<file path="src/rtl/seq_array_mult_if.sv">
// rtl/seq_array_mult_if.sv - operand/product handshake bundle for seq_array_mult
interface seq_array_mult_if #(
  parameter int WIDTH = 4
);
  logic               in_valid;
  logic               in_ready;
  logic               in_signed;
  logic [WIDTH-1:0]   in_m;
  logic [WIDTH-1:0]   in_q;
  logic               out_valid;
  logic               out_ready;
  logic [2*WIDTH-1:0] out_p;
  logic               busy;

  modport slave (
    input  in_valid, in_signed, in_m, in_q, out_ready,
    output in_ready, out_valid, out_p, busy
  );

  modport master (
    output in_valid, in_signed, in_m, in_q, out_ready,
    input  in_ready, out_valid, out_p, busy
  );
endinterface

</file>
<file path="src/rtl/seq_array_mult.sv">
// rtl/seq_array_mult.sv - radix-2 shift-add sequential multiplier, one partial-product row per cycle
// Signed operands are multiplied as magnitudes; the sign is reapplied in FIX.
module seq_array_mult #(
  parameter int WIDTH     = 4,
  parameter bit SIGNED_EN = 1'b1
) (
  input  logic           clk,
  input  logic           rst,
  seq_array_mult_if.slave bus
);
  localparam int CW = $clog2(WIDTH + 1);

  typedef enum logic [1:0] {IDLE, BUSY, FIX, DONE} state_t;

  state_t             state, state_n;
  logic [WIDTH-1:0]   mcand, mult;
  logic [2*WIDTH:0]   acc, acc_add;
  logic [CW-1:0]      cnt;
  logic               neg;
  logic [2*WIDTH-1:0] prod;
  logic               use_signed, last_iter;
  logic [WIDTH-1:0]   m_abs, q_abs;

  always_comb begin
    use_signed = SIGNED_EN && bus.in_signed;
    // |-2^(WIDTH-1)| wraps back to the same bit pattern, which is correct read as unsigned
    m_abs = (use_signed && bus.in_m[WIDTH-1]) ? (~bus.in_m + WIDTH'(1)) : bus.in_m;
    q_abs = (use_signed && bus.in_q[WIDTH-1]) ? (~bus.in_q + WIDTH'(1)) : bus.in_q;
    acc_add   = mult[0] ? (acc + {1'b0, mcand, {WIDTH{1'b0}}}) : acc;
    last_iter = (cnt == CW'(WIDTH - 1));
  end

  always_ff @(posedge clk) begin
    if (rst) begin
      state <= IDLE;
    end else begin
      state <= state_n;
    end
  end

  always_comb begin
    state_n = state;
    case (state)
      IDLE: if (bus.in_valid) state_n = BUSY;
      BUSY: if (last_iter) state_n = FIX;
      FIX:  state_n = DONE;
      DONE: if (bus.out_ready) state_n = IDLE;
      default: state_n = IDLE;
    endcase
  end

  always_ff @(posedge clk) begin
    if (rst) begin
      mcand <= '0;
      mult  <= '0;
      acc   <= '0;
      cnt   <= '0;
      neg   <= 1'b0;
      prod  <= '0;
    end else begin
      case (state)
        IDLE: begin
          if (bus.in_valid) begin
            mcand <= m_abs;
            mult  <= q_abs;
            acc   <= '0;
            cnt   <= '0;
            neg   <= use_signed && (bus.in_m[WIDTH-1] ^ bus.in_q[WIDTH-1]);
          end
        end
        BUSY: begin
          acc  <= acc_add >> 1;
          mult <= mult >> 1;
          cnt  <= cnt + CW'(1);
        end
        FIX: prod <= neg ? -acc[2*WIDTH-1:0] : acc[2*WIDTH-1:0];
        default: ;
      endcase
    end
  end

  assign bus.in_ready  = (state == IDLE);
  assign bus.out_valid = (state == DONE);
  assign bus.busy      = (state == BUSY) || (state == FIX);
  assign bus.out_p     = prod;
endmodule
</file>
<file path="src/flat_wrapper.sv">
// flat-port wrapper written by rule: the top's interface ports become plain ports
module seq_array_mult_flat 
#(
  parameter int WIDTH     = 4,
  parameter bit SIGNED_EN = 1'b1
)
  (clk, rst, bus_in_valid, bus_in_signed, bus_in_m, bus_in_q, bus_out_ready, bus_in_ready, bus_out_valid, bus_out_p, bus_busy);
  seq_array_mult_if #(.WIDTH(WIDTH)) bus_i ();
  input  logic clk;
  input  logic rst;
  input wire logic [$bits(bus_i.in_valid)-1:0] bus_in_valid;
  input wire logic [$bits(bus_i.in_signed)-1:0] bus_in_signed;
  input wire logic [$bits(bus_i.in_m)-1:0] bus_in_m;
  input wire logic [$bits(bus_i.in_q)-1:0] bus_in_q;
  input wire logic [$bits(bus_i.out_ready)-1:0] bus_out_ready;
  output wire logic [$bits(bus_i.in_ready)-1:0] bus_in_ready;
  output wire logic [$bits(bus_i.out_valid)-1:0] bus_out_valid;
  output wire logic [$bits(bus_i.out_p)-1:0] bus_out_p;
  output wire logic [$bits(bus_i.busy)-1:0] bus_busy;
  assign bus_i.in_valid = bus_in_valid;
  assign bus_i.in_signed = bus_in_signed;
  assign bus_i.in_m = bus_in_m;
  assign bus_i.in_q = bus_in_q;
  assign bus_i.out_ready = bus_out_ready;
  assign bus_in_ready = bus_i.in_ready;
  assign bus_out_valid = bus_i.out_valid;
  assign bus_out_p = bus_i.out_p;
  assign bus_busy = bus_i.busy;
  seq_array_mult #(.WIDTH(WIDTH), .SIGNED_EN(SIGNED_EN)) u_core (.clk(clk), .rst(rst), .bus(bus_i));
endmodule
</file>
<file path="config.mk">
export PLATFORM = sky130hd
export DESIGN_NAME = seq_array_mult_flat
export DESIGN_NICKNAME = d
export VERILOG_FILES = /design/src/rtl/seq_array_mult_if.sv /design/src/rtl/seq_array_mult.sv /design/src/flat_wrapper.sv
export SDC_FILE = /design/constraint.sdc
export NUM_CORES = 1
export LEC_CHECK = 0
export CAP_MARGIN = 20
export CORE_UTILIZATION = 53
export CTS_CLUSTER_DIAMETER = 150
export CTS_CLUSTER_SIZE = 14
export DETAILED_ROUTE_END_ITERATION = 10
export PLACE_DENSITY = 0.78
export RECOVER_POWER = 100
export REMOVE_ABC_BUFFERS = 1
export SLEW_MARGIN = 20
export SYNTH_ARGS = -nofsm -noshare
export SYNTH_HDL_FRONTEND = slang
export SYNTH_SLANG_ARGS = --single-unit
</file>
<file path="constraint.sdc">
create_clock -name clk -period 2.4 [get_ports clk]
set_input_delay 0.6 -clock clk [delete_from_list [all_inputs] [get_ports clk]]
set_output_delay 0.6 -clock clk [all_outputs]
set_load 0.005 [all_outputs]
</file>
* Yosys cells after proc, flatten, opt, wreduce, memory -nomap -nowiden
Cells that the tools add are included.
Cells by class: bitwise gates (word level) 3, mux-type cells 14, add/sub/neg operators 5, equal/unequal tests 7, reductions and logical operators 9
Operator list (number):
- $mux W9 | 2
- $pmux W9 S2 | 1
- $mux W4 | 3
- $add A9 B8 Y9 | 1
- $add A4 B1 Y4 const B | 2
- $mux W8 | 1
- $neg A8 Y8 | 1
- $not A4 Y4 | 2
- $pmux W2 S4 | 1
- $pmux W4 S2 | 1
- $mux W2 | 3
- $pmux W3 S2 | 1
- $eq A2 B2 Y1 const B | 2
- $ne A2 B2 Y1 const B | 2
- $reduce_and A2 Y1 | 2
- $add A3 B1 Y3 const B | 1
- $eq A3 B2 Y1 const B | 1
- $logic_and A1 B1 Y1 | 3
- $mux W3 | 1
- $reduce_and A3 Y1 | 1
- $eq A2 B1 Y1 const B | 1
- $logic_not A2 Y1 | 1
- $ne A2 B1 Y1 const B | 1
- $reduce_bool A2 Y1 | 1
- 2 further kinds | 2
Word-level totals: logic and storage cells 45, output and inout port bits 11, register bits after elaboration 31, bits of input ports 13

* Longest topological paths before layout
Gate-level depths: netlist of run 1.
depth after elaboration 5, gate-level depth with buffers 7, mapped depth without buffers 7

* Worst setup path after synthesis of run 1
Ideal clock, no wire load.
kind reg2reg, from register u_core.acc[4], to register u_core.acc[5], arrival 1.621 ns, period minus slack after synthesis 1.749 ns, data required time 2.272 ns, buffers on the path 0, library setup time 0.128 ns, path slack 0.651 ns, cell stages (with the launch flop) 8, cells stage by stage dfxtp_1 > ha_1 > inv_1 > fa_1 > xnor2_1 > mux2_2 > a22oi_1 > nor2_1
On the way: word-level cells in the longest chain between the ends 3
Ends and longest elaborated chain:
- start, declared | line seq_array_mult.sv:17 | logic [2*WIDTH:0] acc, acc_add;
- start signal, assigned | line seq_array_mult.sv:72 | acc <= acc_add >> 1;
- $add A9 B8 Y9 | line seq_array_mult.sv:29 | acc_add = mult[0] ? (acc + {1'b0, mcand, {WIDTH{1'b0}}}) : acc;
- $mux W9 | line seq_array_mult.sv:29
- $pmux W9 S2 | line seq_array_mult.sv:61 | case (state)
Every way passes these cells. A chain may end at the register's enable or synchronous reset.

* Final worst setup path of run 1
from register u_core.state[0], to output port bus_busy
On the way: word-level cells in the longest chain between the ends 2, elaborated cells between the ends (all ways) 3, those cells by class eq/ne: 2; reduce/logical: 1
Ends and longest elaborated chain:
- start, declared | line seq_array_mult.sv:15 | state_t state, state_n;
- start signal, assigned | line seq_array_mult.sv:37 | state <= state_n;
- $eq A2 B1 Y1 or $eq A2 B2 Y1 (tied branches) | line seq_array_mult.sv:84 | assign bus.busy = (state == BUSY) || (state == FIX);
- $logic_or A1 B1 Y1 * | line seq_array_mult.sv:84
- end, declared | line flat_wrapper.sv:19 | output wire logic [$bits(bus_i.busy)-1:0] bus_busy;
Every way passes the cells marked *; elsewhere a longest branch is shown, timed or not.

==> impl_metrics.csv, run 1 <==
group,metric,value,unit
cts,postCtsSetupBuffers,0,
cts,cts-htree-levels,2,
synth,yosys_warnings,0,
pwr,power,1740,uW
floorplan,die_w,58.0,um
synth,ys_seq_area_frac,0.362,
synth,synth_ff_type,"dfxtp_1",
global_routing,antenna_found_initial,0,
synth,yosys-top-cells-area,"dfxtp_1 36%, ha_1 11%, nor2_1 5.9%, xnor2_1 3.7%, a211oi_1 3.6%",
pwr,p_leak,0.000763,uW
outcome,violations,"DRC",
pwr,power_density,896,nW/um^2
global_routing,grt_max_degree,17,
synth,avgSynthCellArea,8.69,sq um
timing,rsz0062_at_grt,"false",
final_layout,layout-drive-gt1-share,0.0569,
cts,cts_resized,0,
cts,cts_tree,"built",
outcome,status,"complete, but fails checks",
floorplan,start_util,0.582,
floorplan,core,2850,sq um
placed_design,dp_hpwl,2580,um
min_path,hp-class,"reg2reg",
final_layout,finalNonFillerCells,242,
synth,yosys.area.top_type,"dfxtp_1",
timing,final-hold-violation-count,0,
critical_path,r2r_slack,0.36,ns
synth,ys_seq_elements,30,
synth,synth_area,1660,sq um
floorplan,floorplan.die_area,3360,sq um
timing,setup_viol,0,
routing,drt_first_pass_iters,7,
final_layout,multi_input_area,952,sq um
timing,finalCriticalPeriod,2.25,ns
synth,synth_cells,191,
floorplan,rows,19,
timing,max_slew_margin,0.332,
global_routing,grt_pass1_vias,1398,
routing,ant_nets,0,
critical_path,crit_type,"reg2out",
cts,path_clk_slew,0.08,ns
timing,tightest_slew,0.995,ns
routing,wl_per_cell,13.6,um
routing,viasPerCell,5.90,
critical_path,cp.required,1.80,ns
job,drv_cap,0,
synth,synth-edff-count,0,
synth,async_flop_share,0,
global_routing,track_usage,0.224,
final_layout,final_cell_mix,"30 x dfxtp_1, 26 x nor2_1, 16 x inv_1",
cts,cts_buffers,5,
critical_path,path_max_fanout,4,
final_layout,final_common_cell,"dfxtp_1",
timing,fmax,0.444,GHz
routing,routed_wl,3300,um
critical_path,critPathMaxStageDelay,0.50,ns
final_layout,finalNetCount,240,
placed_design,place_inst,236,
routing,route.detailed.drc,1,
cts,cts_max_path_buffers,2,
critical_path,cp_slowest_cell,"clkdlybuf4s50_1",
final_layout,diodes,0,
critical_path,endpoint_kind,"primary output",
pwr,vdd_drop_max,0.635,mV
min_path,min_path_cells,2,
routing,dr.first_iter.drc_count,55,
cts,clk_latency,0.33,ns
cts,cts.sinks,30,
critical_path,path_cells,"inv_1 -> ha_1 -> clkdlybuf4s50_1",
final_layout,seq_area,601,sq um
synth,synth_top_area_frac,0.362,
timing,hold_ws,0.456,ns
final_layout,fillers,236,
critical_path,reg2regPathDepth,5,
global_routing,grt_pass1_wl,5810,um
cts,clockRootBuffer,"clkbuf_4",
timing,slew_viol_final,0,
critical_path,critical_path_arrival,1.65,ns
synth,yosysUniqueCellTypes,40,
timing,clock_skew,0.00621,ns
placed_design,io_buffers,23,
cts,cts_hold_buf,0,
critical_path,start_kind,"flop",
timing,finalSetupTns,0,ns
placed_design,gp_congestion,0.795,
global_routing,overflow,0,
timing,finalCritPeriodShare,0.938,
floorplan,ioPinCount,24,
final_layout,syn_to_final_growth,16.9,%
floorplan,die_height,58.0,um
placed_design,place_area,1900,sq um
routing,vias,1429,
final_layout,stdcell_area,1940,sq um
## critical path, delay by kind of cell, from the launching register on
kind | cells | cell delay (ns)
DFF | 1 | 0.41
buffers and inverters | 2 | 0.61
adders and majority gates | 1 | 0.31
## kinds of logic after synthesis
| group | share of synthesized area |
|---|---|
| fa+ha+maj | 0.118 |
| simple gates | 0.152 |
| flops | 0.362 |
| xor+xnor | 0.0475 |
| compound gates | 0.213 |
| buf+inv | 0.0648 |
| mux | 0.0437 |
## Yosys cell counts, types with 2 or more instances
cell type / instances
and3_1: 2
nand2b_1: 2
a311oi_1: 3
ha_1: 14
mux2_2: 2
a21boi_0: 2
and2_1: 2
nor2_1: 26
buf_2: 4
nor2b_1: 2
nand3_1: 4
o21ai_0: 5
a21oi_1: 11
xnor2_1: 7
clkbuf_1: 6
nand3b_1: 2
a22oi_1: 8
mux2i_1: 5
o31ai_1: 2
a211oi_1: 8
dfxtp_1: 30
nand2_1: 10
xor2_1: 2
inv_1: 16
## per-layer routing
layer  global-route usage  part of all wire  vias to the layer above
met5                    0                 0                        -
met4               0.0612            0.0058                        0
met3               0.0670             0.047                        2
met2                0.427              0.53                       41
met1                0.237              0.41                      678
li1                     -                 -                      708
## worst paths after layout
path                         from              to
setup / recovery  u_core.state[0]        bus_busy
hold / removal     u_core.mult[3]  u_core.mult[3]
setup reg to reg  u_core.state[1]   u_core.acc[0]
hold reg to reg    u_core.mult[3]  u_core.mult[3]
## per-stage QoR
step	setup WS, ns	util
after CTS	0.150	0.683
final	0.149	0.680
after floorplan	0.661	-
after global routing	0.0527	0.680
after global placement	0.304	0.665
after detailed placement	0.201	0.665
## power breakdown
part / internal, uW / switching, uW / total, uW
clock network: 132 / 162 / 294
registers: 613 / 92.0 / 705
logic: 341 / 399 / 740
total: 1090 / 654 / 1740
## cell type report
cell class                 instances  area share
timing repair buffer              25       0.123
sequential                        30       0.309
inverter                          16      0.0309
clock buffer                       6      0.0264
tap                               31      0.0200
multi-input combinational        134       0.491
## registers in the layout, indices dropped and copies added, names as in the netlist
name	count
u_core.neg	1
u_core.acc	8
u_core.state	2
u_core.mcand	4
u_core.mult	4
u_core.bus.out_p	8
u_core.cnt	3
Power figures use the tool's default switching activity.
==> run 2: changes to the inputs <==
Settings changed: CORE_MARGIN set to 4, TNS_END_PERCENT set to 100.
==> impl_metrics.csv, run 2 (synthesis gave the netlist of run 1 again) <==
group,metric,value,unit
outcome,status,"finished, final reports clean",
critical_path,crit_type,"reg2out",
timing,finalSetupTns,0,ns
pwr,seqPwrFrac,0.398,
critical_path,path_cells,"inv_1 -> ha_1 -> clkdlybuf4s50_1",
global_routing,grt_pass1_wl,5730,um
pwr,power.switching,668,uW
cts,cts.sinks,30,
pwr,power_density,891,nW/um^2
timing,tightest_slew,0.976,ns
timing,max_slew_margin,0.345,
floorplan,die_w,64.0,um
pwr,switching_share,0.379,
critical_path,crit_buf_inv,2,
critical_path,critical_path_arrival,1.66,ns
global_routing,overflow,0,
critical_path,path_max_fanout,4,
timing,clock_skew,0.0113,ns
routing,dr.first_iter.drc_count,33,
critical_path,crit_family,"buffers and inverters",
placed_design,gp_congestion,0.873,
placed_design,place_inst,248,
min_path,hp-class,"reg2reg",
routing,wl_per_cell,13.1,um
cts,clk_latency,0.34,ns
global_routing,track_usage,0.179,
floorplan,start_util,0.548,
cts,cts_hold_buf,0,
timing,finalCriticalPeriod,2.26,ns
cts,cts_tree,"built",
cts,path_clk_slew,0.10,ns
routing,routed_wl,3360,um
cts,clockRootBuffer,"clkbuf_4",
job,drv_cap,0,
routing,route.detailed.drc,0,
floorplan,die_height,64.0,um
floorplan,ioPinCount,24,
floorplan,core,3030,sq um
critical_path,critPathMaxStageDelay,0.50,ns
final_layout,finalNetCount,239,
timing,finalCritPeriodShare,0.943,
critical_path,start_kind,"flop",
pwr,intPower,1090,uW
routing,ant_nets,0,
final_layout,final_cell_mix,"30 x dfxtp_1, 26 x nor2_1, 16 x inv_1",
routing,viasPerCell,5.46,
routing,drt_first_pass_iters,4,
timing,final-hold-violation-count,0,
final_layout,diodes,0,
floorplan,floorplan.die_area,4090,sq um
pwr,power,1760,uW
critical_path,cp.required,1.80,ns
final_layout,layout-drive-gt1-share,0.0660,
cts,cts-htree-levels,2,
global_routing,grt_max_degree,32,
cts,cts_max_path_buffers,2,
critical_path,endpoint_kind,"primary output",
global_routing,grt_pass1_vias,1370,
timing,fmax,0.442,GHz
cts,postCtsSetupBuffers,0,
pwr,vdd_drop_max,0.665,mV
timing,slew_viol_final,0,
floorplan,rows,20,
final_layout,final_common_cell,"dfxtp_1",
timing,rsz0062_at_grt,"false",
final_layout,syn_to_final_growth,19.1,%
final_layout,fillers,258,
critical_path,cp_slowest_cell,"clkdlybuf4s50_1",
routing,vias,1398,
cts,cts_resized,0,
cts,cts_buffers,5,
final_layout,finalNonFillerCells,256,
placed_design,dp_hpwl,2560,um
pwr,p_comb_frac,0.419,
global_routing,antenna_found_initial,0,
pwr,p_leak,0.000773,uW
pwr,clkPwrFrac,0.182,
placed_design,io_buffers,23,
timing,setup_viol,0,
## run 2: cell types whose count changed in the layout (fill, tap and decap cells not counted), sizes merged
cell,before,now
clkinv,0,1
buf,0,1
dlygate4sd3,11,10
clkdlybuf4s50,12,13
clkbuf,8,6
clkinvlp,0,1
## run 2: final timing paths
kind                                       from  depth (start not counted)  slack, ns             end
worst min register to register   u_core.mult[3]                          2       0.45  u_core.mult[3]
worst max register to register  u_core.state[1]                          5       0.36   u_core.acc[6]
worst min-delay path             u_core.mult[3]                          2       0.45  u_core.mult[3]
worst max-delay path            u_core.state[0]                          3       0.14        bus_busy
## run 2: power by group through the flow
| stage | Clock (uW) | Sequential (uW) | Combinational, uW |
|---|---|---|---|
| floorplan | 0 | 699 | 476 |
| global placement | 0 | 706 | 733 |
| detailed placement | 0 | 716 | 765 |
| CTS | 330 | 705 | 769 |
| global route | 356 | 720 | 833 |
| finish | 321 | 702 | 739 |
## run 2: metrics by stage
step / setup WS, ns / utilization / hold WS, ns / area, sq um
floorplan: 0.661 / - / 0.421 / 1610
global placement: 0.312 / 0.633 / 0.441 / 1920
detailed placement: 0.215 / 0.633 / 0.442 / 1920
CTS: 0.116 / 0.655 / 0.454 / 1980
global route: 0.0706 / 0.653 / 0.497 / 1980
finish: 0.136 / 0.653 / 0.451 / 1980
## run 2: worst reg2reg max path, stage by stage, from the launching register on
cell,delay (ns)
dfxtp_1,0.40
inv_1,0.11
ha_1,0.30
o21ai_1,0.81
a32oi_1,0.16
a21oi_1,0.19
## run 2: cell type report
class / instances / area (sq um) / area share
Clock inverter: 2 / 12.5 / 0.00633
Timing Repair Buffer: 24 / 250 / 0.127
Tap cell: 44 / 55.1 / 0.0278
Inverter: 16 / 60.1 / 0.0304
Clock buffer: 6 / 51.3 / 0.0259
Sequential cell: 30 / 601 / 0.304
Multi-Input combinational cell: 134 / 947 / 0.479
## run 2: layer usage
metal	global-route usage	wire length [um]	vias up
li1	-	-	710
met2	0.324	1720	31
met1	0.185	1410	649
met4	0.0674	74	0
met3	0.0668	158	8
met5	0	0	-
==> run 3: changes to the inputs <==
Settings changed: CTS_BUF_LIST set to sky130_fd_sc_hd__clkbuf_16, TNS_END_PERCENT 100 to 50.
==> impl_metrics.csv, run 3 (synthesis gave the netlist of run 1 again) <==
group,metric,value,unit
cts,clk_latency,0.28,ns
critical_path,critPathMaxStageDelay,0.58,ns
critical_path,cp.required,1.80,ns
cts,cts-htree-levels,2,
routing,ant_nets,0,
critical_path,crit_type,"reg2out",
cts,cts_tree,"built",
cts,clockRootBuffer,"clkbuf_16",
pwr,seqPwrFrac,0.348,
global_routing,met2_usage,0.332,
global_routing,grt_pass1_vias,1359,
timing,rsz0062_at_grt,"false",
pwr,vdd_drop_max,0.598,mV
timing,setup_ws,0.119,ns
timing,tightest_slew,1.02,ns
floorplan,floorplan.die_area,4090,sq um
routing,route.detailed.drc,0,
pwr,switching_share,0.349,
job,drv_cap,0,
final_layout,syn_to_final_growth,23.7,%
critical_path,path_max_fanout,4,
floorplan,core,3030,sq um
critical_path,critical_path_arrival,1.68,ns
final_layout,seq_area,601,sq um
cts,cts_max_path_buffers,2,
routing,drt_first_pass_iters,4,
timing,fmax,0.438,GHz
timing,finalCriticalPeriod,2.28,ns
placed_design,place_area,1920,sq um
global_routing,overflow,0,
min_path,hp-class,"reg2reg",
timing,finalSetupTns,0,ns
cts,cts_hold_buf,0,
placed_design,io_buffers,23,
timing,slew_viol_final,0,
timing,max_slew_margin,0.315,
final_layout,final_cell_mix,"30 x dfxtp_1, 26 x nor2_1, 16 x inv_1",
global_routing,grt_pass1_wl,5890,um
pwr,intPower,1320,uW
pwr,power_density,988,nW/um^2
floorplan,start_util,0.548,
timing,final-hold-violation-count,0,
global_routing,grt_max_degree,32,
routing,wl_per_cell,13.5,um
critical_path,start_kind,"flop",
timing,clock_skew,0.00423,ns
routing,vias,1404,
cts,cts_buffers,5,
floorplan,rows,20,
placed_design,gp_congestion,0.873,
final_layout,finalNetCount,239,
final_layout,multi_input_area,947,sq um
cts,postCtsSetupBuffers,0,
floorplan,die_height,64.0,um
pwr,p_leak,0.000807,uW
placed_design,place_ws,0.215,ns
placed_design,dp_hpwl,2560,um
global_routing,track_usage,0.188,
final_layout,stdcell_area,2050,sq um
critical_path,endpoint_kind,"primary output",
floorplan,ioPinCount,24,
cts,cts.sinks,30,
critical_path,cp_slowest_cell,"dlygate4sd3_1",
final_layout,final_common_cell,"dfxtp_1",
outcome,status,"finished, final reports clean",
routing,dr.first_iter.drc_count,45,
timing,setup_viol,0,
floorplan,die_w,64.0,um
global_routing,use_met1,0.188,
final_layout,diodes,0,
final_layout,fillers,251,
final_layout,layout-drive-gt1-share,0.0613,
pwr,power.switching,708,uW
global_routing,antenna_found_initial,0,
cts,path_clk_slew,0.05,ns
pwr,p_comb_frac,0.357,
global_routing,use_met3,0.0738,
pwr,clkPwrFrac,0.296,
routing,viasPerCell,5.48,
global_routing,grt_busiest_layer,"met2",
cts,cts_resized,0,
routing,routed_wl,3460,um
timing,finalCritPeriodShare,0.951,
critical_path,path_cells,"inv_1 -> ha_1 -> dlygate4sd3_1",
==> run 3: cell types whose count changed in the layout (fill, tap and decap cells not counted), sizes merged <==
cell and change:
clkdlybuf4s50 -3, dlygate4sd3 +3, clkbuf -1, clkinv +1
==> run 3: worst max-delay path, delay by kind of cell, from the launching register on <==
| kind | cells | cell delay, ns |
|---|---|---|
| buf+inv | 2 | 0.69 |
| fa+ha+maj | 1 | 0.31 |
| flops | 1 | 0.41 |
==> run 3: layout make-up <==
cell class	count	area share
tap	44	0.0268
inverter	16	0.0292
clock inverter	3	0.00792
timing repair buffer	24	0.122
sequential	30	0.292
clock buffer	5	0.0609
multi-input combinational	134	0.461
==> run 3: per-layer routing <==
layer	vias up	wire length, um
met3	9	221
met4	0	81
met2	41	1770
met1	644	1380
met5	-	0
li1	710	-
==> run 3: final timing paths <==
| path | endpoint | cells after the start | startpoint | slack, ns |
|---|---|---|---|---|
| setup / recovery | bus_busy | 3 | u_core.state[0] | 0.12 |
| hold / removal | u_core.mult[3] | 2 | u_core.mult[3] | 0.44 |
| setup reg to reg | u_core.acc[6] | 5 | u_core.state[1] | 0.36 |
| hold reg to reg | u_core.mult[3] | 2 | u_core.mult[3] | 0.44 |
==> run 3: power by group through the flow <==
stage | combinational [uW] | sequential, uW | clock [uW]
after floorplan | 476 | 699 | 0
after global placement | 733 | 706 | 0
after detailed placement | 765 | 716 | 0
after CTS | 768 | 707 | 613
after global routing | 818 | 721 | 638
final | 725 | 706 | 600
==> run 3: per-stage QoR <==
step | util | std cells | total power, uW | hold WS [ns]
after global placement | 0.633 | 248 | 1440 | 0.441
final | 0.679 | 256 | 2030 | 0.444
after CTS | 0.680 | 256 | 2090 | 0.447
after detailed placement | 0.633 | 248 | 1480 | 0.442
after global routing | 0.679 | 256 | 2180 | 0.490
after floorplan | - | 180 | 1170 | 0.421
